**config.mk**
```make
export PLATFORM = sky130hd
export DESIGN_NAME = rr_arb8
export DESIGN_NICKNAME = d
export VERILOG_FILES = /design/src/rtl/rr_arb8.sv
export SDC_FILE = /design/constraint.sdc
export NUM_CORES = 1
export LEC_CHECK = 0
export CORE_UTILIZATION = 45
export DETAILED_ROUTE_END_ITERATION = 8
export PLACE_DENSITY = 0.78
export SLEW_MARGIN = 10
export SYNTH_ARGS = -nofsm -noshare
export SYNTH_HDL_FRONTEND = slang
export SYNTH_SLANG_ARGS = --single-unit
```
**constraint.sdc**
```tcl
create_clock -name clk -period 4.3 [get_ports clk]
set_input_delay 0.43 -clock clk [delete_from_list [all_inputs] [get_ports clk]]
set_output_delay 0.43 -clock clk [all_outputs]
set_load 0.03 [all_outputs]
```
**src/rtl/rr_arb8.sv**
```systemverilog
// rr_arb8: eight-requester round-robin arbiter that holds a grant until the owner
// finishes or abandons its request. Optional ownership watchdog: RR_ARB8_TIMEOUT_EN.
module rr_arb8 #(
  parameter int TIMEOUT = 16
) (
  input  logic       clk,
  input  logic       rst,
  input  logic [7:0] req,
  input  logic       done,
  output logic [7:0] grant,
  output logic [2:0] grant_idx,
  output logic       grant_valid,
  output logic       err
);

  // Handshake: req[i] is a level request. Once granted, requester i owns the resource
  // until it pulses done or drops req[i]; both take effect at the same edge and leave
  // one IDLE cycle before the next owner. grant/grant_valid/grant_idx come from
  // registered state only.

  typedef enum logic {
    S_IDLE  = 1'b0,
    S_GRANT = 1'b1
  } state_e;

  state_e     state_q, state_d;
  logic [2:0] ptr_q, ptr_d;
  logic [2:0] idx_q, idx_d;
  logic       err_q, err_d;

  logic [2:0] winner;
  logic [2:0] cand;
  logic       found;
  logic       any_req;
  logic       owner_req;
  logic       release_norm;
  logic       wd_expire;

  if (TIMEOUT < 2 || TIMEOUT > 255) begin : g_bad_timeout
    $error("rr_arb8: TIMEOUT must be in 2..255");
  end

  // First requester at or after ptr_q, wrapping modulo 8.
  always_comb begin
    winner = ptr_q;
    cand   = ptr_q;
    found  = 1'b0;
    for (int k = 0; k < 8; k++) begin
      cand = ptr_q + 3'(k);
      if (!found && req[cand]) begin
        winner = cand;
        found  = 1'b1;
      end
    end
  end

  assign any_req      = |req;
  assign owner_req    = req[idx_q];
  assign release_norm = done || !owner_req;

`ifdef RR_ARB8_TIMEOUT_EN
  localparam logic [7:0] WD_LAST = 8'(TIMEOUT - 1);

  logic [7:0] wd_cnt_q, wd_cnt_d;

  // Held at zero while idle so every new ownership starts counting from zero.
  always_comb begin
    wd_cnt_d = wd_cnt_q;
    if (state_q == S_IDLE) begin
      wd_cnt_d = 8'd0;
    end else if (!release_norm) begin
      wd_cnt_d = wd_cnt_q + 8'd1;
    end
  end

  always_ff @(posedge clk) begin
    if (rst) begin
      wd_cnt_q <= 8'd0;
    end else begin
      wd_cnt_q <= wd_cnt_d;
    end
  end

  assign wd_expire = (state_q == S_GRANT) && (wd_cnt_q == WD_LAST);
`else
  assign wd_expire = 1'b0;
`endif

  always_comb begin
    state_d = state_q;
    ptr_d   = ptr_q;
    idx_d   = idx_q;
    err_d   = 1'b0;
    case (state_q)
      S_IDLE: begin
        if (any_req) begin
          idx_d   = winner;
          state_d = S_GRANT;
        end
      end
      S_GRANT: begin
        // A normal release wins over the watchdog on the same cycle.
        if (release_norm) begin
          state_d = S_IDLE;
          ptr_d   = idx_q + 3'd1;
        end else if (wd_expire) begin
          state_d = S_IDLE;
          ptr_d   = idx_q + 3'd1;
          err_d   = 1'b1;
        end
      end
      default: begin
        state_d = S_IDLE;
      end
    endcase
  end

  always_ff @(posedge clk) begin
    if (rst) begin
      state_q <= S_IDLE;
      ptr_q   <= 3'd0;
      idx_q   <= 3'd0;
      err_q   <= 1'b0;
    end else begin
      state_q <= state_d;
      ptr_q   <= ptr_d;
      idx_q   <= idx_d;
      err_q   <= err_d;
    end
  end

  assign grant_valid = (state_q == S_GRANT);
  assign grant_idx   = idx_q;
  assign grant       = grant_valid ? (8'h01 << idx_q) : 8'h00;
  assign err         = err_q;

  a_grant_onehot0 : assert property (@(posedge clk) disable iff (rst) $onehot0(grant));
  a_grant_matches : assert property (@(posedge clk) disable iff (rst)
                                     grant_valid |-> grant[grant_idx]);

endmodule

```
### Word level (Yosys, flattened, before mapping)

Index checks and enable logic that the tools add are counted.

| storage, ports and cells | value |
|---|---|
| register bits | 7 |
| input bits | 11 |
| output and inout port bits | 13 |
| word-level logic and storage cells | 77 |

| operators by class | value |
|---|---|
| $add $sub $neg | 8 |
| $lt $le $gt $ge | 9 |
| shifts and indexed selects | 1 |
| muxes and demuxes | 36 |
| bitwise gates (word level) | 1 |
| reductions and logical operators | 19 |

Operators with widths:

| kind | number |
|---|---|
| $lt 3x4->1 const B | 9 |
| $bmux 1 s3 | 9 |
| $mux 3 | 7 |
| $mux 1 | 18 |
| $add 3x3->3 const B | 4 |
| $logic_not 1->1 | 8 |
| $mux 8 | 1 |
| $reduce_or 8->1 | 1 |
| $shl 1x3->8 const A | 1 |
| $logic_and 1x1->1 | 7 |
| $add 3x1->3 const B | 2 |
| $add 3x2->3 const B | 2 |
| $reduce_and 2->1 | 2 |
| $pmux 1 s2 | 1 |
| $logic_or 1x1->1 | 1 |
| $not 1->1 | 1 |

### Longest topological paths before layout

Gate-level depths: netlist (run 1).

| logic depth | value |
|---|---|
| depth after elaboration | 24 |
| gate-level depth with buffers | 12 |
| gate-level depth less buffers | 9 |

### Worst setup path before layout (run 1)

No wires, ideal clock.

| timing | value |
|---|---|
| kind | register -> register |
| from | register ptr_q[0] |
| to | register idx_q[0] (netlist: grant_idx[0]) |
| setup time | 0.142 ns |
| arrival | 2.986 ns |
| required time | 4.158 ns |
| path slack | 1.172 ns |
| stages on the path, launching flop included | 13 |
| buffers on the path | 3 |
| clock period less this slack | 3.128 ns |
| path through | dfxtp_1 buf_4 inv_1 ha_1 buf_6 mux2_1 mux4_2 o32a_1 buf_6 nor4_4 a211oi_1 nand4b_1 o221ai_1 |

| between the ends | value |
|---|---|
| word-level cells in the longest chain between the ends | 24 |
| elaborated cells on any way between the ends | 51 |
| those cells by class | 7 x add/sub; 30 x mux; 14 x reduce/logical |

RTL lines:

| item | RTL line | text |
|---|---|---|
| start, declared | 27 | `logic [2:0] ptr_q, ptr_d;` |
| start signal, assigned | 126 | `ptr_q <= ptr_d;` |
| parallel branches: the longest is 23 deep, another holds $add 3x1->3 | -- |  |
| $mux 3 * | 50 | `if (!found && req[cand]) begin` |
| end signal, assigned | 127 | `idx_q <= idx_d;` |
| end, declared | 28 | `logic [2:0] idx_q, idx_d;` |

Mark *: on every way between the ends. The select of a mux whose other input is x is not followed.
A chain may end at the register's enable or synchronous reset.

### Worst setup path in the final report (run 1)

| timing | value |
|---|---|
| from | register ptr_q[1] |
| to | register idx_q[0] (netlist: grant_idx[0]) |

Same word-level chain as after synthesis.

==> results of run 1 <==
[synthesized netlist by cell type (5+ instances only)]
cell type,number
sky130_fd_sc_hd__nor2_1,14
sky130_fd_sc_hd__nor2b_1,12
sky130_fd_sc_hd__mux4_2,11
sky130_fd_sc_hd__nand2_1,9
sky130_fd_sc_hd__ha_1,8
sky130_fd_sc_hd__dfxtp_1,7
sky130_fd_sc_hd__inv_1,7
sky130_fd_sc_hd__mux2_2,6
sky130_fd_sc_hd__mux2i_1,6
sky130_fd_sc_hd__o21ai_0,6
sky130_fd_sc_hd__a211oi_1,5
sky130_fd_sc_hd__a21oi_1,5
sky130_fd_sc_hd__and2_1,5
sky130_fd_sc_hd__buf_4,5
[power by group]
group | internal (W) | switching (W) | leakage, nW
registers | 0.0000771 | 0.0000301 | 0.0577
clock network | 0.0000355 | 0.0000261 | 0.0150
logic | 0.000205 | 0.000240 | 0.527
total | 0.000317 | 0.000296 | 0.600
[final cells by class]
type / instances / area [µm²] / area share [%]
repair buffers: 23 / 228 / 13.8
well taps: 44 / 55.1 / 3.34
clock buffers: 4 / 26.3 / 1.59
flip-flops and latches: 7 / 140 / 8.49
inverters: 7 / 26.3 / 1.59
multi-input cells: 132 / 1170 / 71.2
[state kept, by name, summed over array words and instances, names as in the netlist]
signal	flops
grant_idx	3
grant_valid	1
ptr_q	3
[metal layers]
metal | global-route usage [%] | share of wire (%)
met5 | 0 | 0
met4 | 4.42 | 1.2
met3 | 5.13 | 4.2
met2 | 36.0 | 49
met1 | 32.9 | 46
[worst register-to-register path, cell delays in order (launching register included)]
cell,delay [ns]
sky130_fd_sc_hd__dfxtp_1,0.61
sky130_fd_sc_hd__inv_1,0.16
sky130_fd_sc_hd__ha_1,0.74
sky130_fd_sc_hd__mux2_2,0.42
sky130_fd_sc_hd__mux4_2,0.48
sky130_fd_sc_hd__o32a_1,0.46
sky130_fd_sc_hd__nor4_4,0.43
sky130_fd_sc_hd__a211oi_1,0.11
sky130_fd_sc_hd__nand4b_1,0.12
sky130_fd_sc_hd__o221ai_1,0.11
[how the worst min path moves through the flow]
stage | start | end | slack [ns] | depth (start not counted)
2_1_floorplan | ptr_q[1] | ptr_q[1] | 0.60 | 3
5_1_grt | grant_valid | grant_valid | 0.65 | 2
6_report | grant_valid | grant_valid | 0.60 | 2
3_5_place_dp | grant_valid | grant_valid | 0.60 | 2
3_3_place_gp | grant_valid | grant_valid | 0.57 | 2
4_1_cts | grant_valid | grant_valid | 0.60 | 2
[metrics by stage]
step	worst slack, ns	total power [W]	hold WS (ns)	utilization [%]	std cells
final	0.509	0.000613	0.601	54.5	217
after global routing	0.284	0.000661	0.650	54.5	217
after CTS	0.560	0.000611	0.604	54.5	217
after detailed placement	0.598	0.000546	0.596	53.6	213
after global placement	0.662	0.000543	0.575	53.6	213
after floorplan	1.17	0.000454	0.603	-	155
[cells by family (layout without fill, tap and decap cells)]
logic type / after synthesis / in the layout / synth area share [%]
XOR/XNOR: 3 / 3 / 1.85
buffers and inverters: 16 / 34 / 7.24
AND/OR/NAND/NOR: 58 / 58 / 22.8
adder cells (fa/ha/maj): 8 / 8 / 7.06
AO/OA/AOI/OAI: 34 / 34 / 17.0
flip-flops: 7 / 7 / 9.88
multiplexers: 28 / 28 / 33.9
other: 1 / 1 / 0.265
==> impl_summary.txt, run 1 <==
----------------------------------------------------
[CTS]
  Clk slew on worst S/H paths ... 0.06 ns
  Post-CTS Setup Inserts ... 0
  Clock Sink Count ... 7
  Inserted Clock Buffers ... 3
  Clock tree from TritonCTS ... done
  H-tree Lvls ... 1
  Root buffer selected by CTS ... sky130_fd_sc_hd__clkbuf_4
  Cts repair resizes ... 0
  CTS Hold Buffers Added ... 0
  Buffers from clock root to sink, at most ... 2
  Later-pin clock latency in the skew report ... 0.26 ns

[Floorplanning]
  Horizontal die dimension ... 58.1 µm
  I/O pin total ... 24
  Number of rows created at floorplan ... 20
  Die outline height ... 58.1 µm
  Core Region ... 3030 µm²
  Effective utilization at floorplan ... 46.8%
  Die Outline Area ... 3380 µm²

[Timing]
  Setup TNS ... 0 ns
  Final period utilization ... 88.2%
  Final setup violation count ... 0
  Setup repair after global routing missed its margin ... false
  Clock period minus final worst setup slack ... 3.79 ns
  Hold Vio Cnt, Final ... 0
  Number of slew-limit violations in the final report ... 0
  Max frequency ... 264 MHz
  Slew of the pin with the lowest slew margin ... 0.642 ns
  Setup clock skew after layout ... 0.00504 ns
  Slew HR ... 57.2%

[Hold path]
  Class of the tightest hold or removal check ... register to register

[Critical path]
  Critical path type ... register to register
  Top fanout value on the critical path ... 17
  Slowest Stage Delay on Critical Path ... 0.74 ns
  Beginning of the critical path ... ptr_q[1]
  Ordered list of cells on the worst path ... inv_1 -> ha_1 -> mux2_2 -> mux4_2 -> o32a_1 -> nor4_4 -> a211oi_1 -> nand4b_1 -> o221ai_1
  Worst setup path endpoint ... grant_idx[0]
  Setup slack of the worst register-to-register path ... 0.51 ns
  R2r startpoint ... ptr_q[1]
  Buffer and inverter count on the worst path ... 1
  Launching element type of the critical path ... register
  WP data arrival ... 3.90 ns
  Reg-to-reg endpoint ... grant_idx[0]
  Count of cell instances traversed by the critical path ... 9
  Worst EP required ... 4.41 ns
  Worst-case reg-to-reg path depth ... 9
  Family with the most delay on the worst path ... multiplexers
  Worst-path cell with the longest stage delay ... sky130_fd_sc_hd__ha_1
  Critical path endpoint category ... register

[Status]
  Status ... finished, final reports clean

[Cells and area]
  Most frequent cells in the layout ... sky130_fd_sc_hd__clkdlybuf4s50_1, sky130_fd_sc_hd__nor2_1, sky130_fd_sc_hd__nor2b_1, sky130_fd_sc_hd__mux4_2, sky130_fd_sc_hd__nand2_1
  Final nets ... 193
  Area growth from synthesis to layout ... 16.4%
  Fill cell total of the finished layout ... 282
  Post-route standard cell area excluding fillers ... 1650 µm²
  Leading cell type in the layout, fill and taps excluded ... sky130_fd_sc_hd__clkdlybuf4s50_1
  Count of antenna diodes in the layout ... 0
  Fraction of final layout cells with drive strength greater than 1 ... 13.9%

[Global route]
  Global route overflow ... 0
  First-pass GRT wire length ... 6.00 mm
  Vias in the first global route ... 1,214
  Maximum number of pins on one net before global-route repair ... 18
  Gr usage total ... 23.1%
  Antenna violations before repair ... 0

[Placed design]
  Half-perimeter wire length of the detailed placement result ... 2.71 mm
  Area after DPL ... 1620 µm²
  Count of buffers inserted at the top-level ports ... 22
  Final weighted congestion in routability-driven placement ... 0.939

[Logic synthesis]
  Dominant synthesized flop cell ... sky130_fd_sc_hd__dfxtp_1
  Sequential area share after synthesis ... 9.89%
  Register bit total from synthesis ... 7
  Synth cell types ... 47
  EDFF count, synth ... 0
  Biggest area contributors in the synthesized netlist ... sky130_fd_sc_hd__mux4_2, sky130_fd_sc_hd__dfxtp_1, sky130_fd_sc_hd__ha_1
  Cell count after synthesis ... 155
  Cell area after synthesis ... 1420 µm²
  Library cell with the largest summed area after synthesis ... sky130_fd_sc_hd__mux4_2
  Nets in the synthesized netlist ... 174
  Synthesized area per cell ... 9.15 µm²
  Yosys synthesis warning count ... 0
  Area fraction of the dominant cell type after synthesis ... 17.5%
  Share of async-settable or async-resettable flops after synthesis ... 0%

[Drt]
  Final Routed Wirelength ... 3.58 mm
  Number of DRC violations after detailed-routing iteration 0 ... 39
  DRC viols ... 0
  Iteration count of the initial detailed-routing pass ... 4
  Detailed-route wire length per cell ... 16.5 µm
  Total number of vias ... 1,327
  Vias per cell ... 6.12
  Count of nets left with antenna violations after detail routing ... 0

[Power]
  Pwr per Cell Area ... 371 nW/µm²
  Reported leakage power ... 0.600 nW
  Worst IR drop on VDD ... 0.237 mV

[Job]
  Max-Cap Viols ... 0

----------------------------------------------------
(Power assumes the default switching activity.)
==> run 2, diff against run 1 <==
==> constraint.sdc (replaced) <==
create_clock -name clk -period 4.3 [get_ports clk]
set_input_delay 0.86 -clock clk [delete_from_list [all_inputs] [get_ports clk]]
set_output_delay 0.86 -clock clk [all_outputs]
set_load 0.03 [all_outputs]
==> run 2 against run 1 <==
  * Total power increased by 0.93%
  * Fmax up 11%
  * Clock skew shrank 0.0038 ns
  * Non-clock buffer count rose by 3
  * Die area is the same
  * Critical path depth fell by 1
  * Final cell count up 1.4%
  * Worst setup slack gained 0.38 ns
  * Utilization increased by 0.74 points
  * Highest routed layer unchanged
==> impl_summary.txt, run 2 (synthesized netlist as in run 1, its figures left out) <==
----------------------------------------------------
[Timing]
  Max frequency ... 293 MHz (+11%)
  Setup TNS ... 0 ns (unchanged)
  Final setup violation count ... 0 (unchanged)
  Setup repair after global routing missed its margin ... false
  Final period utilization ... 79.3% (-8.9 points)
  Clock period minus final worst setup slack ... 3.41 ns (-0.382 ns)
  Worst hold slack after final layout ... 0.610 ns (+0.00921 ns)
  Slew HR ... 63.0% (+5.8 points)
  Slew of the pin with the lowest slew margin ... 0.555 ns (-0.0869 ns)
  Hold Vio Cnt, Final ... 0 (unchanged)
  Number of slew-limit violations in the final report ... 0 (unchanged)
  Setup clock skew after layout ... 0.00128 ns (-0.00376 ns)

[Critical path]
  Slowest Stage Delay on Critical Path ... 0.55 ns (-0.19 ns)
  Worst-path cell with the longest stage delay ... sky130_fd_sc_hd__clkdlybuf4s50_1
  Critical path endpoint category ... register
  Ordered list of cells on the worst path ... clkdlybuf4s50_1 -> mux2_1 -> mux4_2 -> o32a_1 -> nor4_4 -> a211oi_1 -> nand4b_1 -> o221ai_1
  Top fanout value on the critical path ... 10 (-7)
  Worst EP required ... 4.41 ns (about the same)
  Critical path type ... primary input to register
  WP data arrival ... 3.52 ns (-0.38 ns)
  Launching element type of the critical path ... primary input

[Placed design]
  Half-perimeter wire length of the detailed placement result ... 2.62 mm (-3.5%)
  Area after DPL ... 1650 µm² (+1.4%)
  Count of buffers inserted at the top-level ports ... 22 (unchanged)
  Final weighted congestion in routability-driven placement ... 0.882 (-6.1%)

[Drt]
  Number of DRC violations after detailed-routing iteration 0 ... 31 (-21%)
  Iteration count of the initial detailed-routing pass ... 4 (unchanged)
  Vias per cell ... 6.08 (-0.62%)
  Final Routed Wirelength ... 3.34 mm (-6.6%)
  Count of nets left with antenna violations after detail routing ... 0 (unchanged)
  Total number of vias ... 1,337 (+0.75%)
  DRC viols ... 0 (unchanged)
  Detailed-route wire length per cell ... 15.2 µm (-7.9%)

[CTS]
  Later-pin clock latency in the skew report ... 0.25 ns (about the same)
  Inserted Clock Buffers ... 3 (unchanged)
  Clock Sink Count ... 7 (unchanged)
  Buffers from clock root to sink, at most ... 2 (unchanged)
  Cts repair resizes ... 0 (unchanged)
  Clock tree from TritonCTS ... done
  H-tree Lvls ... 1 (unchanged)
  Clk slew on worst S/H paths ... 0.05 ns (about the same)
  Post-CTS Setup Inserts ... 0 (unchanged)
  Root buffer selected by CTS ... sky130_fd_sc_hd__clkbuf_4
  CTS Hold Buffers Added ... 0 (unchanged)

[Global route]
  Antenna violations before repair ... 0 (unchanged)
  First-pass GRT wire length ... 5.42 mm (-9.7%)
  Global route overflow ... 0 (unchanged)
  Maximum number of pins on one net before global-route repair ... 15 (-3)
  Gr usage total ... 20.5% (-2.6 points)
  Vias in the first global route ... 1,224 (+0.82%)

[Floorplanning]
  Number of rows created at floorplan ... 20 (unchanged)
  I/O pin total ... 24 (unchanged)
  Die outline height ... 58.1 µm (unchanged)
  Effective utilization at floorplan ... 46.8% (unchanged)
  Die Outline Area ... 3380 µm² (unchanged)
  Horizontal die dimension ... 58.1 µm (unchanged)
  Core Region ... 3030 µm² (unchanged)

[Cells and area]
  Sequential cell area in the final layout ... 140 µm² (unchanged)
  Fill cell total of the finished layout ... 266 (-5.7%)
  Final core utilization ... 55.2% (+0.74 points)
  Fraction of final layout cells with drive strength greater than 1 ... 15.3% (+1.5 points)
  Post-route standard cell area excluding fillers ... 1670 µm² (+1.4%)
  Footprint of the multi-input gates ... 1170 µm² (unchanged)
  Area growth from synthesis to layout ... 18.0%
  Final nets ... 196 (+1.6%)
  Most frequent cells in the layout ... sky130_fd_sc_hd__clkdlybuf4s50_1, sky130_fd_sc_hd__nor2_1, sky130_fd_sc_hd__nor2b_1, sky130_fd_sc_hd__mux4_2, sky130_fd_sc_hd__nand2_1
  Leading cell type in the layout, fill and taps excluded ... sky130_fd_sc_hd__clkdlybuf4s50_1
  Count of antenna diodes in the layout ... 0 (unchanged)

[Power]
  Pwr per Cell Area ... 370 nW/µm² (-0.43%)
  Worst IR drop on VDD ... 0.199 mV (-16%)
  Reported leakage power ... 0.615 nW (+2.6%)

[Status]
  Status ... finished, final reports clean

[Hold path]
  Class of the tightest hold or removal check ... register to register

[Job]
  Max-Cap Viols ... 0 (unchanged)

----------------------------------------------------
==> run 2: path summary, 6_finish.rpt <==
check | start | endpoint | slack (ns) | depth (start not counted)
worst max-delay path | req[7] | grant_idx[0] | 0.89 | 8
worst min-delay path | grant_idx[2] | grant_idx[2] | 0.61 | 2
worst max register to register | ptr_q[0] | grant_idx[0] | 0.89 | 10
worst min register to register | grant_idx[2] | grant_idx[2] | 0.61 | 2
==> run 2: area by class of cell <==
| type | instances | area share, % |
|---|---|---|
| multi-input cells | 132 | 70.2 |
| repair buffers | 26 | 15.0 |
| flip-flops and latches | 7 | 8.38 |
| well taps | 44 | 3.29 |
| clock buffers | 4 | 1.57 |
| inverters | 7 | 1.57 |
==> run 2: metrics by stage <==
stage                     setup slack [ns]  total power (W)  cells
after CTS                            0.913         0.000616    220
after floorplan                       1.17         0.000454    155
final                                0.891         0.000619    220
after global placement               0.765         0.000542    216
after detailed placement             0.677         0.000553    216
after global routing                 0.705         0.000663    220
==> run 2: report_power, final <==
| group | internal [W] | switching [W] | total [W] | leakage [nW] |
|---|---|---|---|---|
| clock | 0.0000354 | 0.0000242 | 0.0000596 | 0.0150 |
| combinational | 0.000213 | 0.000243 | 0.000456 | 0.543 |
| sequential | 0.0000772 | 0.0000256 | 0.000103 | 0.0577 |
| total | 0.000326 | 0.000293 | 0.000619 | 0.615 |
==> run 2: routing by layer <==
| layer | share of wire [%] | vias up | wire length [µm] | global-route usage [%] |
|---|---|---|---|---|
| li1 | - | 637 | - | - |
| met1 | 44 | 652 | 1460 | 25.3 |
| met2 | 51 | 44 | 1720 | 36.6 |
| met3 | 3.6 | 4 | 121 | 3.35 |
| met4 | 1.2 | 0 | 40 | 5.78 |
| met5 | 0 | - | 0 | 0 |
==> run 2: worst max-delay path: cells and delay by family <==
kind	cells	cell delay (ns)
AND/OR/NAND/NOR	2	0.55
multiplexers	2	0.88
buffers and inverters	1	0.55
AO/OA/AOI/OAI	3	0.69
==> run 3, diff against run 2 <==
- PLACE_DENSITY: 0.78 -> 0.81
- clock period: 4.3 -> 2.9 ns (I/O delays scaled with it)
==> run 3 against run 2 <==
  * The run now ends with setup timing left
  * Critical path depth grew 2
  * Sequential power is 44% higher
  * Global-route usage up 5.4 points
  * Clock power grew 59%
  * Utilization up 12 points
  * Cell area up 22%
  * First-iteration DRC count increased by 140%
  * Die area stayed put
  * Routed wire length increased by 36%
  * Critical endpoint is now grant_idx[1]
==> impl_summary.txt, run 3 (synthesized netlist as in run 1, its figures left out) <==
----------------------------------------------------
[Floorplanning]
  Number of rows created at floorplan ... 20 (unchanged)
  Core Region ... 3030 µm² (unchanged)
  Die outline height ... 58.1 µm (unchanged)
  Horizontal die dimension ... 58.1 µm (unchanged)
  I/O pin total ... 24 (unchanged)
  Die Outline Area ... 3380 µm² (unchanged)
  Effective utilization at floorplan ... 46.8% (unchanged)

[Timing]
  Hold Vio Cnt, Final ... 0 (unchanged)
  Number of slew-limit violations in the final report ... 0 (unchanged)
  Final period utilization ... 102%
  Clock period minus final worst setup slack ... 2.97 ns
  Post-route setup slack ... -0.0717 ns (-0.963 ns)
  Setup clock skew after layout ... 0.00947 ns (+0.00819 ns)
  Setup repair after global routing missed its margin ... true
  Slew HR ... 60.3% (-2.7 points)
  Slew of the pin with the lowest slew margin ... 0.595 ns (+0.0398 ns)
  Final setup violation count ... 1 (+1)
  Max frequency ... 337 MHz

[Critical path]
  Launching element type of the critical path ... register
  Worst EP required ... 3.07 ns (-1.34 ns)
  Top fanout value on the critical path ... 7 (-3)
  Critical path type ... register to register
  Critical path endpoint category ... register
  WP data arrival ... 3.14 ns (-0.38 ns)

[Cells and area]
  Final nets ... 237 (+21%)
  Sequential cell area in the final layout ... 145 µm² (+3.6%)
  Fraction of final layout cells with drive strength greater than 1 ... 35.5% (+20 points)
  Fill cell total of the finished layout ... 219 (-18%)
  Leading cell type in the layout, fill and taps excluded ... sky130_fd_sc_hd__buf_4
  Footprint of the multi-input gates ... 1210 µm² (+3.2%)
  Most frequent cells in the layout ... sky130_fd_sc_hd__buf_4, sky130_fd_sc_hd__nor2_1, sky130_fd_sc_hd__clkdlybuf4s50_1, sky130_fd_sc_hd__nor2b_1, sky130_fd_sc_hd__mux4_2
  Post-route insts no fill ... 261 (+19%)
  Area growth from synthesis to layout ... 43.9%
  Count of antenna diodes in the layout ... 0 (unchanged)

[Status]
  Status ... complete, but fails checks
  Failing checks ... setup timing

[Power]
  Reported leakage power ... 0.895 nW (+45%)
  Net switching power ... 0.000525 W (+79%)
  P_int ... 0.000642 W (+97%)
  Proportion of power drawn by the clock network ... 8.1% (-1.5 points)
  Pwr per Cell Area ... 572 nW/µm² (+55%)
  Fraction of power spent switching nets ... 45.0% (-2.4 points)
  Part of the power in combinational logic ... 79.2% (+5.4 points)
  Pwr Total ... 0.00117 W (+89%)
  Worst IR drop on VDD ... 0.224 mV (+13%)
  Sequential cell fraction of total power ... 12.7% (-3.9 points)

[Drt]
  Iteration count of the initial detailed-routing pass ... 5 (+1)
  Detailed-route wire length per cell ... 17.5 µm (+15%)
  Number of DRC violations after detailed-routing iteration 0 ... 74 (+140%)
  Final Routed Wirelength ... 4.56 mm (+36%)
  DRC viols ... 0 (unchanged)
  Count of nets left with antenna violations after detail routing ... 0 (unchanged)
  Total number of vias ... 1,584 (+18%)
  Vias per cell ... 6.07 (-0.14%)

[Placed design]
  Final weighted congestion in routability-driven placement ... 1.03 (+16%)
  Half-perimeter wire length of the detailed placement result ... 3.34 mm (+28%)
  Count of buffers inserted at the top-level ports ... 22 (unchanged)
  DP Cell Count ... 248 (+15%)

[Global route]
  First-pass GRT wire length ... 6.76 mm (+25%)
  Vias in the first global route ... 1,501 (+23%)
  Antenna violations before repair ... 0 (unchanged)
  Global route overflow ... 0 (unchanged)
  Maximum number of pins on one net before global-route repair ... 13 (-2)
  Gr usage total ... 25.8% (+5.4 points)

[CTS]
  CTS Hold Buffers Added ... 0 (unchanged)
  H-tree Lvls ... 1 (unchanged)
  Clock Sink Count ... 7 (unchanged)
  Clock tree from TritonCTS ... done
  Root buffer selected by CTS ... sky130_fd_sc_hd__clkbuf_4
  Buffers from clock root to sink, at most ... 2 (unchanged)
  Inserted Clock Buffers ... 3 (unchanged)
  Clk slew on worst S/H paths ... 0.06 ns (about the same)
  Later-pin clock latency in the skew report ... 0.26 ns (about the same)

[Hold path]
  Class of the tightest hold or removal check ... register to register

[Job]
  Max-Cap Viols ... 0 (unchanged)

----------------------------------------------------
run 3: cell types whose count changed in the layout (fill, tap and decap cells not counted), moves of 2 or more:
cell	delta
sky130_fd_sc_hd__buf_4	+41
sky130_fd_sc_hd__clkdlybuf4s50_1	-8
sky130_fd_sc_hd__dlymetal6s2s_1	+7
sky130_fd_sc_hd__mux2_4	+3
sky130_fd_sc_hd__dfxtp_1	-2
sky130_fd_sc_hd__inv_1	-2
sky130_fd_sc_hd__inv_2	+2
sky130_fd_sc_hd__mux2_2	-2
run 3: worst max-delay path: stages (launching register included):
cell and delay (ns):
sky130_fd_sc_hd__dfxtp_4 0.35, sky130_fd_sc_hd__inv_2 0.04, sky130_fd_sc_hd__ha_4 0.32, sky130_fd_sc_hd__mux2_4 0.31
sky130_fd_sc_hd__mux4_2 0.50, sky130_fd_sc_hd__o32a_4 0.41, sky130_fd_sc_hd__buf_4 0.15, sky130_fd_sc_hd__mux2i_1 0.11
sky130_fd_sc_hd__o21ai_0 0.24, sky130_fd_sc_hd__o311ai_1 0.21, sky130_fd_sc_hd__a211oi_1 0.22
run 3: worst paths after layout:
| kind | from | endpoint | cells after the start | slack, ns |
|---|---|---|---|---|
| worst max-delay path | ptr_q[0] | grant_idx[1] | 10 | -0.07 |
| worst min-delay path | ptr_q[2] | ptr_q[2] | 2 | 0.58 |
| worst max register to register | ptr_q[0] | grant_idx[1] | 10 | -0.07 |
| worst min register to register | ptr_q[2] | ptr_q[2] | 2 | 0.58 |
run 3: per-layer routing:
metal  vias to the layer above  GRT usage [%]  part of all wire, %
met5                         -              0                    0
met4                         0           10.2                  3.7
met3                        20           3.13                  4.7
met2                        87           49.9                   54
met1                       761           28.3                   38
li1                        716              -                    -
run 3: metrics by stage:
stage | utilization, % | hold WS [ns] | area, µm² | worst slack, ns | TNS, ns
final | 67.4 | 0.579 | 2040 | -0.0717 | -0.0717
after detailed placement | 63.0 | 0.567 | 1910 | -0.335 | -0.907
after floorplan | - | 0.603 | 1450 | 0.0252 | 0
after global routing | 67.4 | 0.604 | 2040 | -0.149 | -0.302
after global placement | 63.0 | 0.525 | 1910 | -0.207 | -0.569
after CTS | 64.3 | 0.575 | 1950 | 0.00259 | 0
run 3: what timing repair did:
action	4_1_cts	5_1_grt
gates cloned	0	0
gates resized for setup	3	14
buffers inserted	0	9
setup endpoints to repair	3	3
pin swaps	1	5
run 3: final cells by class:
class	count	share of cell area, %
flip-flops and latches	7	7.12
multi-input cells	132	59.4
well taps	44	2.70
repair buffers	67	28.2
inverters	7	1.29
clock buffers	4	1.29
run 3: power groups by stage:
stage	Clock, W	Combinational, W	Sequential (W)
2_1_floorplan	0	0.000526	0.000164
3_3_place_gp	0	0.000783	0.000146
3_5_place_dp	0	0.000818	0.000148
4_1_cts	0.0000966	0.000828	0.000146
5_1_grt	0.000103	0.000985	0.000152
6_report	0.0000945	0.000924	0.000148
